[config.mk]
export PLATFORM = sky130hd
export DESIGN_NAME = xy_store_ctrl
export DESIGN_NICKNAME = d
export VERILOG_FILES = /design/src/rtl/xy_store_ctrl_pkg.sv /design/src/rtl/xy_wait_timer.sv /design/src/rtl/xy_store_ctrl.sv
export SDC_FILE = /design/constraint.sdc
export NUM_CORES = 1
export LEC_CHECK = 0
export ABC_AREA = 1
export ABC_CLOCK_PERIOD_IN_PS = 3200
export BUFFER_PORTS_ARGS = -buffer_cell sky130_fd_sc_hd__buf_2
export CORE_ASPECT_RATIO = 1.25
export CORE_MARGIN = 2
export CORE_UTILIZATION = 49
export DETAILED_ROUTE_END_ITERATION = 8
export MAX_ROUTING_LAYER = met4
export PLACE_DENSITY_LB_ADDON = 0.08
export SLEW_MARGIN = 40
export SYNTH_ARGS = -nofsm -noshare
export SYNTH_HDL_FRONTEND = slang
export SYNTH_SLANG_ARGS = --single-unit
[constraint.sdc]
create_clock -name clk -period 3.2 [get_ports clk]
set_clock_uncertainty 0.15 [all_clocks]
set_input_delay 0.64 -clock clk [delete_from_list [all_inputs] [get_ports clk]]
set_output_delay 0.64 -clock clk [all_outputs]
set_load 0.02 [all_outputs]
[src/rtl/xy_store_ctrl_pkg.sv]
// Shared definitions for the X/Y index register store path.
package xy_store_ctrl_pkg;

  // Width defaults shared with the X/Y register blocks.
  localparam int XY_DATA_W = 16;
  localparam int XY_ADDR_W = 16;

  // Store sequencer state encoding.
  typedef enum logic [1:0] {
    ST_IDLE = 2'd0,
    ST_REQ  = 2'd1,
    ST_DONE = 2'd2,
    ST_ERR  = 2'd3
  } state_e;

endpackage

[src/rtl/xy_wait_timer.sv]
// Clearable up-counter that flags when TIMEOUT-1 cycles have been counted.
module xy_wait_timer #(
  parameter int TIMEOUT = 8
) (
  input  logic clk,
  input  logic reset,
  input  logic clr,
  input  logic en,
  output logic tc
);

  localparam int CW = (TIMEOUT > 2) ? $clog2(TIMEOUT) : 1;

  logic [CW-1:0] cnt_q;

  assign tc = (cnt_q == CW'(TIMEOUT - 1));

  // Count enabled wait cycles; saturate at terminal count, clear wins.
  always_ff @(posedge clk or posedge reset) begin
    if (reset) begin
      cnt_q <= '0;
    end else if (clr) begin
      cnt_q <= '0;
    end else if (en && !tc) begin
      cnt_q <= cnt_q + 1'b1;
    end
  end

endmodule

[src/rtl/xy_store_ctrl.sv]
// Store sequencer: captures X or Y and writes it to data memory via req/ack,
// with a bounded wait that reports a timeout.
module xy_store_ctrl
  import xy_store_ctrl_pkg::*;
#(
  parameter int DATA_W  = XY_DATA_W,
  parameter int ADDR_W  = XY_ADDR_W,
  parameter int TIMEOUT = 8
) (
  input  logic              clk,
  input  logic              reset,
  input  logic              start,
  input  logic              sel_y,
  input  logic [ADDR_W-1:0] addr,
  input  logic [DATA_W-1:0] x_val,
  input  logic [DATA_W-1:0] y_val,
  input  logic              mem_ack,
  output logic              mem_req,
  output logic [ADDR_W-1:0] mem_addr,
  output logic [DATA_W-1:0] mem_wdata,
  output logic              busy,
  output logic              done,
  output logic              err
);

  state_e            state_q, state_d;
  logic [ADDR_W-1:0] addr_q, addr_d;
  logic [DATA_W-1:0] wdata_q, wdata_d;
  logic              req_q, busy_q, done_q, err_q;
  logic              tmr_clr, tmr_en, tmr_tc;

  xy_wait_timer #(
    .TIMEOUT(TIMEOUT)
  ) u_timer (
    .clk  (clk),
    .reset(reset),
    .clr  (tmr_clr),
    .en   (tmr_en),
    .tc   (tmr_tc)
  );

  // Next-state and capture logic; ack takes priority over the timeout.
  always_comb begin
    state_d = state_q;
    addr_d  = addr_q;
    wdata_d = wdata_q;
    tmr_clr = 1'b0;
    tmr_en  = 1'b0;
    unique case (state_q)
      ST_IDLE: begin
        if (start) begin
          addr_d  = addr;
          wdata_d = sel_y ? y_val : x_val;
          tmr_clr = 1'b1;
          state_d = ST_REQ;
        end
      end
      ST_REQ: begin
        if (mem_ack) begin
          state_d = ST_DONE;
        end else if (tmr_tc) begin
          state_d = ST_ERR;
        end else begin
          tmr_en = 1'b1;
        end
      end
      ST_DONE: state_d = ST_IDLE;
      ST_ERR:  state_d = ST_IDLE;
      default: state_d = ST_IDLE;
    endcase
  end

  // State, captured data and registered status outputs.
  always_ff @(posedge clk or posedge reset) begin
    if (reset) begin
      state_q <= ST_IDLE;
      addr_q  <= '0;
      wdata_q <= '0;
      req_q   <= 1'b0;
      busy_q  <= 1'b0;
      done_q  <= 1'b0;
      err_q   <= 1'b0;
    end else begin
      state_q <= state_d;
      addr_q  <= addr_d;
      wdata_q <= wdata_d;
      req_q   <= (state_d == ST_REQ);
      busy_q  <= (state_d != ST_IDLE);
      done_q  <= (state_d == ST_DONE);
      err_q   <= (state_d == ST_ERR);
    end
  end

  assign mem_req   = req_q;
  assign mem_addr  = addr_q;
  assign mem_wdata = wdata_q;
  assign busy      = busy_q;
  assign done      = done_q;
  assign err       = err_q;

endmodule

### Yosys cells after proc, flatten, opt, wreduce, memory -nomap -nowiden

Index checks and enable logic that the tools add are counted.

| word-level totals | value |
|---|---|
| bits in registers | 41 |
| input bits | 53 |
| output and inout bits | 36 |
| logic and storage cells | 35 |

| cells by class | value |
|---|---|
| add/sub/neg operators | 1 |
| equal/unequal tests | 7 |
| multiplexer cells | 12 |
| reduce and logical (&&, ||, !) cells | 7 |

Operators with widths:

| operator | count |
|---|---|
| $mux W16 | 1 |
| $eq A2 B2 Y1 const B | 4 |
| $mux W2 | 3 |
| $mux W3 | 2 |
| $pmux W2 S3 | 1 |
| $mux W1 | 5 |
| $eq A2 B1 Y1 const B | 2 |
| $reduce_bool A2 Y1 | 2 |
| $add A3 B1 Y3 const B | 1 |
| $eq A3 B3 Y1 const B | 1 |
| $logic_not A2 Y1 | 1 |
| $reduce_and A2 Y1 | 1 |
| $reduce_or A2 Y1 | 1 |
| $logic_and A1 B1 Y1 | 1 |
| $logic_not A1 Y1 | 1 |

### Depth between registers and ports, before layout

| logic depth | value |
|---|---|
| depth after elaboration | 7 |
| mapped depth | 7 |
| gate-level depth less buffers | 7 |

### Modules after synthesis

From an unflattened synthesis, not the netlist that was laid out.

| unflattened totals | value |
|---|---|
| cells, all modules | 230 |
| area, all modules | 1,875.5 µm² |

Modules (own cells, without submodules):

| module | times used | cells each | area each (µm²) | seq. area each (µm²) |
|---|---|---|---|---|
| xy_store_ctrl | 1 | 209 | 1,705.4 | 950.9 |
| xy_wait_timer | 1 | 21 | 170.2 | 75.1 |

### Least setup slack after synthesis

No wires, ideal clock.

| path | value |
|---|---|
| path kind | register to register |
| start point | reg u_timer.cnt_q[0] |
| end point | reg u_timer.cnt_q[0] |
| library setup time | 0.117 ns |
| data arrival time | 1.089 ns |
| data required time | 2.933 ns |
| slack | 1.844 ns |
| stages on the path, launching flop included | 7 |
| buffers on the path | 0 |
| clock period less this slack | 1.356 ns |
| cell sequence | dfrtp_1 > ha_1 > ha_1 > nor2_1 > nand2_1 > nand3_1 > nand2_1 |

| on the way | value |
|---|---|
| cells in the longest elaborated chain, start to end | 6 |
| elaborated cells on any way between the ends | 10 |
| those cells by class | add/sub: 1; eq/ne: 1; mux: 5; reduce/logical: 3 |

RTL lines:

| item | line | text |
|---|---|---|
| start, declared | xy_wait_timer.sv:14 | `logic [CW-1:0] cnt_q;` |
| start signal, assigned | xy_wait_timer.sv:25 | `cnt_q <= cnt_q + 1'b1;` |
| $eq A3 B3 Y1 | xy_wait_timer.sv:16 | `assign tc = (cnt_q == CW'(TIMEOUT - 1));` |
| $mux W1 | xy_store_ctrl.sv:61 | `end else if (tmr_tc) begin` |
| $mux W1 | xy_store_ctrl.sv:59 | `if (mem_ack) begin` |
| $mux W1 | xy_store_ctrl.sv:49 | `unique case (state_q)` |
| $logic_and A1 B1 Y1 | xy_wait_timer.sv:24 | `end else if (en && !tc) begin` |
| $reduce_bool A2 Y1 (no line) | -- |  |

Parallel ways exist; a longest one is shown, timed or not. The select of a mux whose other input is x is not followed.
A chain may end at the register's enable or synchronous reset.

### Worst setup path after layout

| path | value |
|---|---|
| start point | reg state_q[1] |
| end point | reg addr_q[5], in the netlist mem_addr[5] |

| on the way | value |
|---|---|
| cells in the longest elaborated chain, start to end | 2 |

RTL lines:

| item | line | text |
|---|---|---|
| start, declared | xy_store_ctrl.sv:26 | `state_e state_q, state_d;` |
| start signal, assigned | xy_store_ctrl.sv:84 | `state_q <= state_d;` |
| $logic_not A2 Y1 | xy_store_ctrl.sv:49 |  |
| $reduce_and A2 Y1 (no line) | -- |  |
| end signal, assigned | xy_store_ctrl.sv:85 | `addr_q <= addr_d;` |
| end, declared | xy_store_ctrl.sv:27 | `logic [ADDR_W-1:0] addr_q, addr_d;` |

No other way between the ends.

==> metrics.md <==
| Metric | Value |
|---|---|
| VDD IR max | 0.3308 mV |
| Minimum clock period | 1820 ps |
| #FFs+latches synth | 41 |
| DIE HEIGHT | 72.36 um |
| Worst slew pin tran | 529.8 ps |
| Worst Path Required | 3270 ps |
| CTS tree | built |
| Slowest stage delay, CP | 550 ps |
| Lkg Pwr | 0.001474 uW |
| Yosys top cell area share | 0.5601 |
| Overflow after GRT | 0 |
| Post-synth EDFFs | 0 |
| Post-synthesis cell count | 228 |
| CP startpoint kind | register |
| Cell taking the most area after synthesis | dfrtp_1 |
| DPL Wire Length | 2666 um |
| Vias per cell | 4.480 |
| Fillers | 335 |
| Setup TNS | 0 ps |
| Main synth FF type | dfrtp_1 |
| Crit path from | state_q[1] |
| Synthesis Warnings | 0 |
| FMAX | 549.4 MHz |
| Root buffer cell | clkbuf_8 |
| Count leader, synth | nand2_1 |
| PwrDens | 813.0 nW/um^2 |
| Final Hold Fails | 0 |
| Worst R2R Start | state_q[1] |
| Status | finished with violations |
| Fin util | 0.6660 |
| GRT Total Usage | 0.1897 |
| Layout cells sized above 1 | 0.3270 |
| Cell Area, Synth | 1832 um^2 |
| Setup Fix Bufs, Post-CTS | 0 |
| Post-CTS Resized | 0 |
| Synth-to-Final Area Change | 28.82% |
| TritonRoute pass-1 iters | 6 |
| FFs w/ async S/R, synth | 1.000 |
| Routed WL | 3655 um |
| Average size of a mapped cell | 8.034 um^2 |
| Critical Path AT | 1890 ps |
| Failing checks | DRC |
| Critical path peak fanout | 40 |
| Slowest CP cell | inv_2 |
| Core area | 3543 um^2 |
| Antenna violations before repair | 0 |
| FP Rows | 24 |
| Largest net degree at the start of global routing | 41 |
| Clk pin slew, worst setup/hold paths | 70 ps |
| H-tree depth | 2 |
| Max cap viols | 0 |
| Cts-stage hold buffer count | 0 |
| Initial drt markers | 85 |
| Post-route antenna net violation count | 0 |
| WL per Instance | 10.32 um |
| Vias in the first global route | 1472 |
| Cts bufs inserted | 5 |
| RSZ-0062 raised after global routing | no |
| Die Wd | 58.69 um |
| Min-delay worst type | in -> async |
| Die area | 4246 um^2 |
| Max-slew headroom | 0.6446 |
| Most area-consuming cells after synthesis | dfrtp_1, nand2_1, inv_1 |
| Commonest cells post-synth | nand2_1, dfrtp_1, inv_1, o21ai_0 |
| Layout Nets | 369 |
| # port buffers | 88 |
| # diodes | 0 |
| Critical path cell sequence | inv_2 -> nand3_4 -> inv_2 -> nand2_1 -> nand2_1 |
| Distinct cells, synth | 16 |
| Syn nets | 283 |
| Register area share after synthesis | 0.5601 |
| GP Congestion | 0.7346 |
| CP Capture Type | register |
| Total number of vias | 1586 |
| Final period utilization | 0.5689 |
| DRC errors left | 5 |
| Design Power | 1918 uW |
| Setup violations, final | 0 |
| Initial Utilization | 0.5169 |
| CTS Buffer Depth | 2 |
| Global-route wire length before repair | 6113 um |
| Worst-Skew Late Latency | 280 ps |
| R2R setup slack | 1380 ps |
| Clock net sink count | 41 |
| Slew Limit Fails | 0 |
| Num ports | 89 |
| CP Class | reg -> reg |
-- logic make-up after synthesis --
logic type / after synthesis / synth area share
simple gates: 132 / 0.2842
flops: 41 / 0.5601
buf+inv: 35 / 0.08948
compound gates: 18 / 0.05260
fa+ha+maj: 2 / 0.01366
-- path summary, 6_finish.rpt --
kind / to / cells after the start
worst max-delay path: mem_addr[5] / 5
worst min-delay path: mem_addr[15] / 2
worst max register to register: mem_addr[5] / 5
worst min register to register: mem_addr[8] / 2
max in group asynchronous: mem_addr[13] / 3
min in group clk: mem_addr[8] / 2
-- stage by stage --
stage	instance area [um^2]	setup WS (ps)	cells	hold WS, ps
6_report	2360	1380	354	169.7
5_1_grt	2360	1191	354	195.6
4_1_cts	2360	1354	354	174.6
3_5_place_dp	2258	1072	346	309.1
3_3_place_gp	2258	1092	346	307.1
2_1_floorplan	1832	1464	228	322.5
-- cells in the final DEF (no fill, tap or decap), types with 2 or more instances in the layout --
cell / instances
buf_2: 88
clkbuf_8: 7
dfrtp_1: 41
ha_1: 2
inv_1: 21
inv_2: 3
nand2_1: 122
nand3_1: 4
nor2_1: 4
o21ai_0: 16
-- metal layers --
layer | track usage | wire [um]
met1 | 0.2348 | 1636
met2 | 0.3034 | 1702
met3 | 0.05526 | 270
met4 | 0.05303 | 46
met5 | - | 0
-- cell type report --
cell class | instances | area, um^2 | area share
Multi-Input combinational cell | 152 | 641.9 | 0.2720
Inverter | 25 | 93.84 | 0.03977
Clock buffer | 7 | 96.34 | 0.04083
Timing Repair Buffer | 89 | 447.9 | 0.1898
Tap cell | 39 | 48.80 | 0.02068
Sequential cell | 41 | 1026 | 0.4348
Clock inverter | 1 | 5.005 | 0.002121
-- worst max-delay path: cells and delay by family, from the launching register on --
family / cells / cell delay, ps
AND/OR/NAND/NOR: 3 / 560
buffers and inverters: 2 / 640
flip-flops: 1 / 390
-- sequential cells by signal, summed over array words and instances, names as in the netlist --
| name | flops |
|---|---|
| mem_addr | 16 |
| mem_wdata | 16 |
| u_timer.cnt_q | 3 |
| state_q | 2 |
| busy | 1 |
| done | 1 |
| err | 1 |
| mem_req | 1 |
-- power by group --
part / internal, uW / switching, uW
logic: 249 / 496
clock network: 195 / 167
registers: 713 / 98.6
total: 1160 / 762
(Power assumes the default switching activity.)
